File: src/rtl/datapath_sequencer_pkg.sv
// -----------------------------------------------------------------------------
// datapath_sequencer_pkg
// Shared definitions for the datapath sequencer: FSM state encoding, opcode
// constants, datapath flag bit positions and the dp_code field layout.
// No ports (package).
// -----------------------------------------------------------------------------
package datapath_sequencer_pkg;

    typedef enum logic [2:0] {
        ST_IDLE,
        ST_FETCH,
        ST_EXEC,
        ST_CAPTURE,
        ST_FINISH
    } seq_state_t;

    // Opcodes handled by the sequencer itself; every other opcode is an ALU op
    localparam logic [3:0] OP_BRANCH = 4'hC;
    localparam logic [3:0] OP_HALT   = 4'hF;

    // Bit positions inside dp_flags
    localparam int unsigned FLAG_C = 3;
    localparam int unsigned FLAG_Z = 1;

    // dp_code / instruction word field positions
    localparam int unsigned CODE_OP_MSB  = 15;
    localparam int unsigned CODE_OP_LSB  = 12;
    localparam int unsigned CODE_A_MSB   = 11;
    localparam int unsigned CODE_A_LSB   = 8;
    localparam int unsigned CODE_EXT_MSB = 7;
    localparam int unsigned CODE_EXT_LSB = 4;
    localparam int unsigned CODE_B_MSB   = 3;
    localparam int unsigned CODE_B_LSB   = 0;

    function automatic logic is_alu_op(input logic [3:0] op);
        return (op != OP_BRANCH) && (op != OP_HALT);
    endfunction

endpackage

File: src/rtl/datapath_sequencer_if.sv
// -----------------------------------------------------------------------------
// datapath_sequencer_if
// Bundles the sequencer's control, instruction-fetch and datapath signals.
//   master : sequencer side (drives instr_addr, dp_code, dp_en, dp_cin,
//            busy, done, timeout; receives start, instr_data, instr_valid,
//            dp_flags)
//   slave  : environment side (instruction memory, datapath, controller)
// -----------------------------------------------------------------------------
interface datapath_sequencer_if #(
    parameter int unsigned IMEM_AW = 8
);
    logic               start;
    logic [IMEM_AW-1:0] instr_addr;
    logic [15:0]        instr_data;
    logic               instr_valid;
    logic [15:0]        dp_code;
    logic [15:0]        dp_en;
    logic               dp_cin;
    logic [4:0]         dp_flags;
    logic               busy;
    logic               done;
    logic               timeout;

    modport master (
        input  start, instr_data, instr_valid, dp_flags,
        output instr_addr, dp_code, dp_en, dp_cin, busy, done, timeout
    );

    modport slave (
        output start, instr_data, instr_valid, dp_flags,
        input  instr_addr, dp_code, dp_en, dp_cin, busy, done, timeout
    );
endinterface

File: src/rtl/datapath_sequencer_onehot_decoder16.sv
// -----------------------------------------------------------------------------
// onehot_decoder16
// Maps a 4-bit register index to a 16-bit one-hot write enable.
//   sel    in  4   register index
//   onehot out 16  one-hot value, bit sel set
// -----------------------------------------------------------------------------
module onehot_decoder16 (
    input  logic [3:0]  sel,
    output logic [15:0] onehot
);
    always_comb begin
        onehot      = '0;
        onehot[sel] = 1'b1;
    end
endmodule

File: src/rtl/datapath_sequencer.sv
// -----------------------------------------------------------------------------
// datapath_sequencer
// Fetches 16-bit instructions from PC = 0 upward and drives a register-file
// datapath: ALU ops issue one dp_en pulse and capture C/Z flags, BRANCH jumps
// PC-relative when Z is set, HALT ends the run. A watchdog ends a run after
// MAX_STEPS executed instructions and flags it with a sticky timeout.
//
// Parameters: IMEM_AW (instruction address width), MAX_STEPS (watchdog limit)
// Ports:
//   clk    in   clock, posedge
//   reset  in   synchronous, active-high
//   bus    datapath_sequencer_if.master:
//          start, instr_addr, instr_data, instr_valid, dp_code, dp_en,
//          dp_cin, dp_flags, busy, done, timeout
// Build option: define SEQ_CARRY_CHAIN_EN to store the C flag and feed it to
// dp_cin during ALU execution; otherwise dp_cin is tied low.
// -----------------------------------------------------------------------------
module datapath_sequencer
    import datapath_sequencer_pkg::*;
#(
    parameter int unsigned IMEM_AW   = 8,
    parameter int unsigned MAX_STEPS = 1024
) (
    input  logic                 clk,
    input  logic                 reset,
    datapath_sequencer_if.master bus
);

    localparam int unsigned       STEP_W     = $clog2(MAX_STEPS + 1);
    localparam int unsigned       OFF_W      = (IMEM_AW > 8) ? IMEM_AW : 8;
    localparam logic [STEP_W-1:0] STEP_LIMIT = STEP_W'(MAX_STEPS);

    seq_state_t         state_q;
    seq_state_t         state_d;
    logic [IMEM_AW-1:0] pc_q;
    logic [15:0]        ir_q;
    logic [STEP_W-1:0]  step_q;
    logic               flag_z_q;
    logic               timeout_q;

    logic [3:0]         ir_op;
    logic               exec_alu;
    logic               exec_branch;
    logic               exec_halt;
    logic [STEP_W-1:0]  step_inc;
    logic               step_limit;
    logic               timeout_set;
    logic [OFF_W-1:0]   br_off;
    logic [IMEM_AW-1:0] pc_inc;
    logic [IMEM_AW-1:0] pc_branch;
    logic [15:0]        dest_onehot;
    logic               carry_in;
    logic               run_start;
    logic               unused_flags;

    // ------------------------------------------------------------------
    // Decode and arithmetic helpers
    // ------------------------------------------------------------------
    always_comb begin
        ir_op       = ir_q[CODE_OP_MSB:CODE_OP_LSB];
        exec_alu    = (state_q == ST_EXEC) && is_alu_op(ir_op);
        exec_branch = (state_q == ST_EXEC) && (ir_op == OP_BRANCH);
        exec_halt   = (state_q == ST_EXEC) && (ir_op == OP_HALT);
        run_start   = (state_q == ST_IDLE) && bus.start;

        step_inc    = step_q + STEP_W'(1);
        step_limit  = (step_inc == STEP_LIMIT);
        // Only instructions that bump the step counter can trip the watchdog
        timeout_set = step_limit && (exec_branch || (state_q == ST_CAPTURE));

        // Branch offset is IR[7:0] sign-extended; truncating to IMEM_AW
        // makes both forward and backward jumps wrap modulo 2^IMEM_AW.
        br_off      = OFF_W'($signed(ir_q[CODE_EXT_MSB:CODE_B_LSB]));
        pc_inc      = pc_q + IMEM_AW'(1);
        pc_branch   = pc_q + br_off[IMEM_AW-1:0];
    end

    // ------------------------------------------------------------------
    // Next-state logic
    // ------------------------------------------------------------------
    always_comb begin
        state_d = state_q;
        unique case (state_q)
            ST_IDLE: begin
                if (bus.start) state_d = ST_FETCH;
            end
            ST_FETCH: begin
                if (bus.instr_valid) state_d = ST_EXEC;
            end
            ST_EXEC: begin
                if (exec_halt)        state_d = ST_FINISH;
                else if (exec_branch) state_d = step_limit ? ST_FINISH : ST_FETCH;
                else                  state_d = ST_CAPTURE;
            end
            ST_CAPTURE: begin
                state_d = step_limit ? ST_FINISH : ST_FETCH;
            end
            ST_FINISH: begin
                state_d = ST_IDLE;
            end
            default: begin
                state_d = ST_IDLE;
            end
        endcase
    end

    always_ff @(posedge clk) begin
        if (reset) state_q <= ST_IDLE;
        else       state_q <= state_d;
    end

    // ------------------------------------------------------------------
    // PC, IR, step counter, Z flag, timeout
    // ------------------------------------------------------------------
    always_ff @(posedge clk) begin
        if (reset) begin
            pc_q      <= '0;
            ir_q      <= '0;
            step_q    <= '0;
            flag_z_q  <= 1'b0;
            timeout_q <= 1'b0;
        end else begin
            if (run_start) begin
                pc_q      <= '0;
                step_q    <= '0;
                flag_z_q  <= 1'b0;
                timeout_q <= 1'b0;
            end
            if ((state_q == ST_FETCH) && bus.instr_valid) begin
                ir_q <= bus.instr_data;
            end
            if (exec_branch) begin
                pc_q   <= flag_z_q ? pc_branch : pc_inc;
                step_q <= step_inc;
            end
            if (state_q == ST_CAPTURE) begin
                flag_z_q <= bus.dp_flags[FLAG_Z];
                pc_q     <= pc_inc;
                step_q   <= step_inc;
            end
            if (timeout_set) begin
                timeout_q <= 1'b1;
            end
        end
    end

`ifdef SEQ_CARRY_CHAIN_EN
    logic flag_c_q;

    always_ff @(posedge clk) begin
        if (reset)                     flag_c_q <= 1'b0;
        else if (run_start)            flag_c_q <= 1'b0;
        else if (state_q == ST_CAPTURE) flag_c_q <= bus.dp_flags[FLAG_C];
    end

    assign carry_in     = flag_c_q;
    assign unused_flags = ^{bus.dp_flags[4], bus.dp_flags[2], bus.dp_flags[0]};
`else
    assign carry_in     = 1'b0;
    assign unused_flags = ^{bus.dp_flags[4], bus.dp_flags[3],
                            bus.dp_flags[2], bus.dp_flags[0]};
`endif

    onehot_decoder16 u_dest_dec (
        .sel    (ir_q[CODE_B_MSB:CODE_B_LSB]),
        .onehot (dest_onehot)
    );

    // ------------------------------------------------------------------
    // Outputs. Datapath-facing and status outputs are masked by reset so
    // nothing fires in the cycle reset is applied, even mid-EXEC.
    // ------------------------------------------------------------------
    assign bus.instr_addr = pc_q;
    assign bus.dp_code    = (exec_alu && !reset) ? ir_q : '0;
    assign bus.dp_en      = (exec_alu && !reset) ? dest_onehot : '0;
    assign bus.dp_cin     = exec_alu && !reset && carry_in;
    assign bus.busy       = (state_q != ST_IDLE) && !reset;
    assign bus.done       = (state_q == ST_FINISH) && !reset;
    assign bus.timeout    = timeout_q && !reset;

endmodule

File: src/flat_wrapper.sv
// flat-port wrapper written by rule: the top's interface ports become plain ports
module datapath_sequencer_flat import datapath_sequencer_pkg::*;
#(
    parameter int unsigned IMEM_AW   = 8,
    parameter int unsigned MAX_STEPS = 1024
)
  (clk, reset, bus_start, bus_instr_data, bus_instr_valid, bus_dp_flags, bus_instr_addr, bus_dp_code, bus_dp_en, bus_dp_cin, bus_busy, bus_done, bus_timeout);
  datapath_sequencer_if #(.IMEM_AW(IMEM_AW)) bus_i ();
  input  logic clk;
  input  logic reset;
  input wire logic [$bits(bus_i.start)-1:0] bus_start;
  input wire logic [$bits(bus_i.instr_data)-1:0] bus_instr_data;
  input wire logic [$bits(bus_i.instr_valid)-1:0] bus_instr_valid;
  input wire logic [$bits(bus_i.dp_flags)-1:0] bus_dp_flags;
  output wire logic [$bits(bus_i.instr_addr)-1:0] bus_instr_addr;
  output wire logic [$bits(bus_i.dp_code)-1:0] bus_dp_code;
  output wire logic [$bits(bus_i.dp_en)-1:0] bus_dp_en;
  output wire logic [$bits(bus_i.dp_cin)-1:0] bus_dp_cin;
  output wire logic [$bits(bus_i.busy)-1:0] bus_busy;
  output wire logic [$bits(bus_i.done)-1:0] bus_done;
  output wire logic [$bits(bus_i.timeout)-1:0] bus_timeout;
  assign bus_i.start = bus_start;
  assign bus_i.instr_data = bus_instr_data;
  assign bus_i.instr_valid = bus_instr_valid;
  assign bus_i.dp_flags = bus_dp_flags;
  assign bus_instr_addr = bus_i.instr_addr;
  assign bus_dp_code = bus_i.dp_code;
  assign bus_dp_en = bus_i.dp_en;
  assign bus_dp_cin = bus_i.dp_cin;
  assign bus_busy = bus_i.busy;
  assign bus_done = bus_i.done;
  assign bus_timeout = bus_i.timeout;
  datapath_sequencer #(.IMEM_AW(IMEM_AW), .MAX_STEPS(MAX_STEPS)) u_core (.clk(clk), .reset(reset), .bus(bus_i));
endmodule
File: config.mk
export PLATFORM = sky130hd
export DESIGN_NAME = datapath_sequencer_flat
export DESIGN_NICKNAME = d
export VERILOG_FILES = /design/src/rtl/datapath_sequencer_pkg.sv /design/src/rtl/datapath_sequencer_if.sv /design/src/rtl/datapath_sequencer_onehot_decoder16.sv /design/src/rtl/datapath_sequencer.sv /design/src/flat_wrapper.sv
export SDC_FILE = /design/constraint.sdc
export NUM_CORES = 1
export LEC_CHECK = 0
export BUFFER_PORTS_ARGS = -buffer_cell sky130_fd_sc_hd__buf_4
export CAP_MARGIN = 20
export CORE_MARGIN = 2
export CORE_UTILIZATION = 57
export CTS_CLUSTER_SIZE = 24
export DETAILED_ROUTE_END_ITERATION = 16
export GPL_ROUTABILITY_DRIVEN = 0
export PLACE_DENSITY = 0.94
export SETUP_SLACK_MARGIN = 0.3
export SLEW_MARGIN = 20
export SYNTH_ARGS = -nofsm -noshare
export SYNTH_HDL_FRONTEND = slang
export SYNTH_SLANG_ARGS = --single-unit
File: constraint.sdc
create_clock -name clk -period 3.1 [get_ports clk]
set_input_delay 0.155 -clock clk [delete_from_list [all_inputs] [get_ports clk]]
set_output_delay 0.155 -clock clk [all_outputs]
set_load 0.1 [all_outputs]
==> Word-level counts from Yosys, hierarchy flattened <==
Cells that the tools add are included.
{ "classes": {"magnitude_cmp": 2, "n_mux": 20, "reduce_logical": 20, "n_eq_ne": 11, "add_sub_neg": 3} }
{ "op_table": {"columns": ["operator", "n"], "rows": [
  ["$mux 11", 3],
  ["$mux 16", 2],
  ["$mux 8", 4],
  ["$mux 3", 5],
  ["$logic_and 1x1->1", 12],
  ["$pmux 3 s4", 1],
  ["$add 11x1->11 const B", 1],
  ["$eq 11x11->1 const B", 1],
  ["$add 8x1->8 const B", 1],
  ["$add 8x8->8", 1],
  ["$eq 4x4->1 const B", 2],
  ["$ne 4x4->1 const B", 2],
  ["$eq 3x2->1 const B", 2],
  ["$reduce_bool 3->1", 2],
  ["$lt 4x5->1 const B", 1],
  ["$demux 1 s4", 1],
  ["$ge 4x1->1 const B", 1],
  ["$mux 1", 4],
  ["$ne 2x2->1 const B", 2],
  ["$reduce_bool 2->1", 2],
  ["$eq 3x1->1 const B", 1],
  ["$eq 3x3->1 const B", 1],
  ["$logic_not 3->1", 1],
  ["$reduce_and 2->1", 1],
  ["2 further kinds", 2]
]} }
{ "word_totals": {"elab_cells": 62, "reg_bits": 40, "output_inout_bits": 44} }

==> Logic depth before layout (Yosys ltp) <==
{ "logic_depth": {"ltp_word": 6, "depth_mapped": 7, "mapped_depth_nobuf": 7} }

==> Hierarchy <==
From an unflattened synthesis, not the netlist that was laid out.
{ "hier_totals": {"hier_cells": 379, "area_unflattened_um2": 2941.6} }
{ "modules_own_cells": {"columns": ["module", "seq_area_each_um2", "cells_each", "area_each_um2", "instances"], "rows": [
  ["datapath_sequencer", 800.8, 359, 2715.1, 1],
  ["onehot_decoder16", 0.0, 20, 226.5, 1]
]} }

==> Least setup slack after synthesis <==
No wires, ideal clock.
{ "synth_path": {"path_kind": "reg-to-output", "startpoint": "reg u_core.state_q[0]", "endpoint": "out bus_done", "t_required_ns": 2.945, "path_buffers": 1, "path_slack_ns": -0.730, "arrival_ns": 3.675, "path_stages_with_launch": 3, "cell_sequence": "dfxtp_1 > buf_2 > nor4b_1"} }
{ "synth_via": {"elab_chain_len": 2} }
{ "synth_rtl": {"columns": ["item", "line_no", "source"], "rows": [
  ["start: declaration", "datapath_sequencer.sv:33", "seq_state_t state_q;"],
  ["start signal: assignment", "datapath_sequencer.sv:109", "else state_q <= state_d;"],
  ["$eq 3x3->1", "datapath_sequencer.sv:178", "assign bus.done = (state_q == ST_FINISH) && !reset;"],
  ["$logic_and 1x1->1", "datapath_sequencer.sv:178", null],
  ["end: declaration", "flat_wrapper.sv:20", "output wire logic [$bits(bus_i.done)-1:0] bus_done;"]
]} }
No other way between the ends.

==> Worst setup path after layout <==
{ "layout_path": {"startpoint": "reg u_core.state_q[1]", "endpoint": "out bus_dp_en[9]"} }
{ "layout_via": {"elab_chain_len": 4} }
{ "layout_rtl": {"columns": ["item", "line_no", "source"], "rows": [
  ["$eq 3x2->1", "datapath_sequencer.sv:61", "exec_alu = (state_q == ST_EXEC) && is_alu_op(ir_op);"],
  ["$logic_and 1x1->1", "datapath_sequencer.sv:61", null],
  ["$logic_and 1x1->1", "datapath_sequencer.sv:175", "assign bus.dp_en = (exec_alu && !reset) ? dest_onehot : '0;"],
  ["$mux 16", "datapath_sequencer.sv:175", null],
  ["end: declaration", "flat_wrapper.sv:17", "output wire logic [$bits(bus_i.dp_en)-1:0] bus_dp_en;"]
]} }
No other way between the ends.

==> results.yml <==
outcome:
  status: "complete, no violations"
sta:
  fmax_mhz: 429
  slew_viol_final: 0
  finalHoldViolations: 0
  finalCriticalPeriod_ns: 2.33
  worst_pin_slew_ns: 0.654
  setup_tns_ns: 0
  clock-skew-final_ns: 0.00420
  setup_viol: 0
  rsz0062_at_grt: "false"
  slew_headroom: 0.563
  fin_crit_sh: 0.752
global_route:
  antenna_found_initial: 0
  gr-total-overflow: 0
  grt_pass1_vias: 2475
  grt_max_degree: 45
  track_usage: 0.257
  grt_pass1_wl_microns: 10900
power_and_ir_drop:
  p_seq_frac: 0.519
  combinationalPowerShare: 0.131
  power_switching_mw: 0.299
  pwr_density_cell_nw_per_um2: 333
  leakage_nw: 1.32
  clockPowerShare: 0.350
  ir_drop_uv: 223
  internal-power_mw: 0.756
  sw_frac_of_total: 0.283
clock_tree:
  postCtsHoldBufs: 0
  cts_tree: "yes"
  ctsResizeCount: 0
  post_cts_buffers: 0
  ctsLongestPathBuffers: 2
  numClockSinks: 40
  cts_made_buffers: 5
  clk_pin_slew_worst_paths_ns: 0.08
  root_buffer: "clkbuf_8"
  clk_latency_ns: 0.30
  h-tree-depth: 2
critical_path:
  cp_slowest_cell: "dfxtp_1"
  crit_path_max_incr_delay_ns: 0.57
  r2r-end: "u_core.bus.instr_addr[4]$_SDFFE_PP0P_"
  crit_chain: "nand2b_1 -> nor4_2 -> buf_4 -> nand3b_1 -> nor2_1 -> buf_4"
  r2r_setup_slack_ns: 0.87
  r2r_cells: 7
  crit_arrival_ns: 2.18
  timing.rr.start: "u_core.ir_q[0]$_SDFFE_PP0P_"
  start_kind: "flop"
  critPathKind: "reg -> out"
  cp_common_cell: "buf_4"
  startpoint: "u_core.state_q[1]$_SDFFE_PP0P_"
  crit_buf_inv: 2
  cp.required_ns: 2.94
  crit_cells: 6
  critPathMaxFanout: 20
  cp-end-kind: "output pin"
  cp_top_family: "simple AND/OR/NAND/NOR gates"
  crit_end: "bus_dp_en[9]"
yosys:
  async_reset_ff_frac: 0
  yosys-top-cells-count: "nand2_1 (63), dfxtp_1 (40), a21oi_1 (39)"
  seq_area_frac_synth: 0.308
  synth_top_cell_area_share: 0.308
  synth_fp_nets: 383
  synth_area_per_cell_sq_um: 7.48
  yosysMostFrequentCell: "nand2_1"
  synth_top_area_cell: "dfxtp_1"
  netlist_area_sq_um: 2600
  yosys_warnings: 0
  ys_types: 61
  synth-main-ff-cell: "dfxtp_1"
  synth-edff-count: 0
  ys_top_cells_by_area: "dfxtp_1 (31%), nand2_1 (9.1%), a21oi_1 (7.5%)"
  syn_inst: 348
  ys_ff_latch: 40
layout:
  multi_input_area_sq_um: 1720
  seq_area_sq_um: 801
  finalNonFillerCells: 450
  nets: 432
  drive_above_1_share: 0.226
  num-fill-cells: 320
  diodes: 0
  syn_to_final_growth_pct: 21.8
route:
  vias_per_cell: 6.05
  vias: 2723
  route.final.wire_length_microns: 6510
  drc: 0
  firstDrtPassIters: 5
  antenna_left: 0
  drtIter0Drc: 291
  routedWlPerCell_microns: 14.5
floorplanning:
  design.portCount: 69
  dieArea_sq_um: 5120
  die_y_microns: 71.6
  start_util: 0.594
  num_rows: 24
  fp.dieW_microns: 71.6
  core_area_sq_um: 4380
placed_design:
  io_buffers: 63
  dpl.cell_count: 442
  dpl.hpwl_microns: 4650
hold_path:
  hp-start: "bus_instr_data[10]"
  worstHoldPathType: "in -> reg"
job:
  maxCapViolCount: 0
-- final cells by class --
type                       instances  share of cell area
sequential                        40               0.253
multi-input combinational        284               0.543
inverter                           2             0.00237
clock inverter                     1             0.00237
tap                               52              0.0205
timing repair buffer              64               0.152
clock buffer                       7              0.0272
-- sequential cells by signal, indices dropped and copies added, names as in the netlist --
register,cells
u_core.step_q,11
u_core.flag_z_q,1
u_core.timeout_q,1
u_core.ir_q,16
u_core.bus.instr_addr,8
u_core.state_q,3
-- worst reg2reg max path, cell delays in order, from the launching register on --
cell and delay [ns]:
dfxtp_1 0.43, ha_1 0.28, fa_1 0.41, a21o_1 0.20, a21o_1 0.19, xnor2_1 0.12, or3_1 0.30, a311oi_1 0.24
-- metrics by stage --
| step | util | power, mW | hold slack (ns) | setup WS (ns) | area [sq um] |
|---|---|---|---|---|---|
| final | 0.723 | 1.05 | 0.100 | 0.770 | 3170 |
| after global routing | 0.723 | 1.10 | 0.103 | 0.555 | 3170 |
| after CTS | 0.723 | 1.06 | 0.0988 | 0.784 | 3170 |
| after detailed placement | 0.702 | 0.696 | 0.414 | 0.875 | 3080 |
| after global placement | 0.702 | 0.692 | 0.402 | 0.923 | 3080 |
| after floorplan | - | 0.657 | 0.291 | 0.475 | 2630 |
-- kinds of logic (layout without fill, tap and decap cells) --
group / count (synthesis) / count (layout) / share of synthesized area
other cells: 1 / 1 / 0.00144
simple gates: 175 / 175 / 0.337
fa+ha+maj: 10 / 10 / 0.0510
mux: 6 / 6 / 0.0245
xor+xnor: 9 / 9 / 0.0303
flops: 40 / 40 / 0.308
buf+inv: 24 / 74 / 0.0428
compound gates: 83 / 83 / 0.205
-- per-layer routing --
metal | wire [microns] | vias to the layer above | track usage | part of all wire
met4 | 85 | 0 | 0.0713 | 0.013
met3 | 434 | 11 | 0.0647 | 0.067
met2 | 3150 | 106 | 0.426 | 0.48
met1 | 2840 | 1269 | 0.335 | 0.44
li1 | - | 1337 | - | -
met5 | 0 | - | 0 | 0
-- power by group through the flow --
stage          registers [mW]  logic [mW]  clock network (mW)
6_report                0.547       0.138               0.369
3_5_place_dp            0.559       0.137                   0
4_1_cts                 0.547       0.138               0.375
3_3_place_gp            0.558       0.134                   0
5_1_grt                 0.550       0.153               0.399
2_1_floorplan           0.550       0.107                   0
-- worst min path at each step --
stage,slack [ns],cells past startpoint,end
floorplan,0.29,2,u_core.ir_q[10]$_SDFFE_PP0P_
global placement,0.40,3,u_core.ir_q[14]$_SDFFE_PP0P_
detailed placement,0.41,3,u_core.ir_q[6]$_SDFFE_PP0P_
CTS,0.1,3,u_core.ir_q[10]$_SDFFE_PP0P_
global route,0.10,3,u_core.ir_q[10]$_SDFFE_PP0P_
finish,0.10,3,u_core.ir_q[10]$_SDFFE_PP0P_
-- layout by cell type, fill, tap and decap left out, types with 2 or more instances in the layout --
cell / count
or4_1: 2
a311oi_1: 4
xor2_1: 4
dfxtp_1: 40
o211ai_1: 5
nand3_1: 11
xnor2_1: 5
a21o_1: 4
nor3b_1: 2
nor3_2: 4
o32ai_1: 2
and2_1: 18
ha_1: 9
nor2_1: 32
nand4_1: 4
clkbuf_8: 6
a31oi_1: 5
and3_1: 4
nor2b_1: 2
or3_1: 6
nand2b_1: 4
inv_1: 2
nand3b_1: 5
nand2_1: 63
buf_4: 64
o21ai_0: 10
a21oi_1: 39
nor4_1: 2
nor3_1: 3
mux2_2: 3
mux2i_1: 3
No activity file was read; power rests on OpenSTA's default activity.
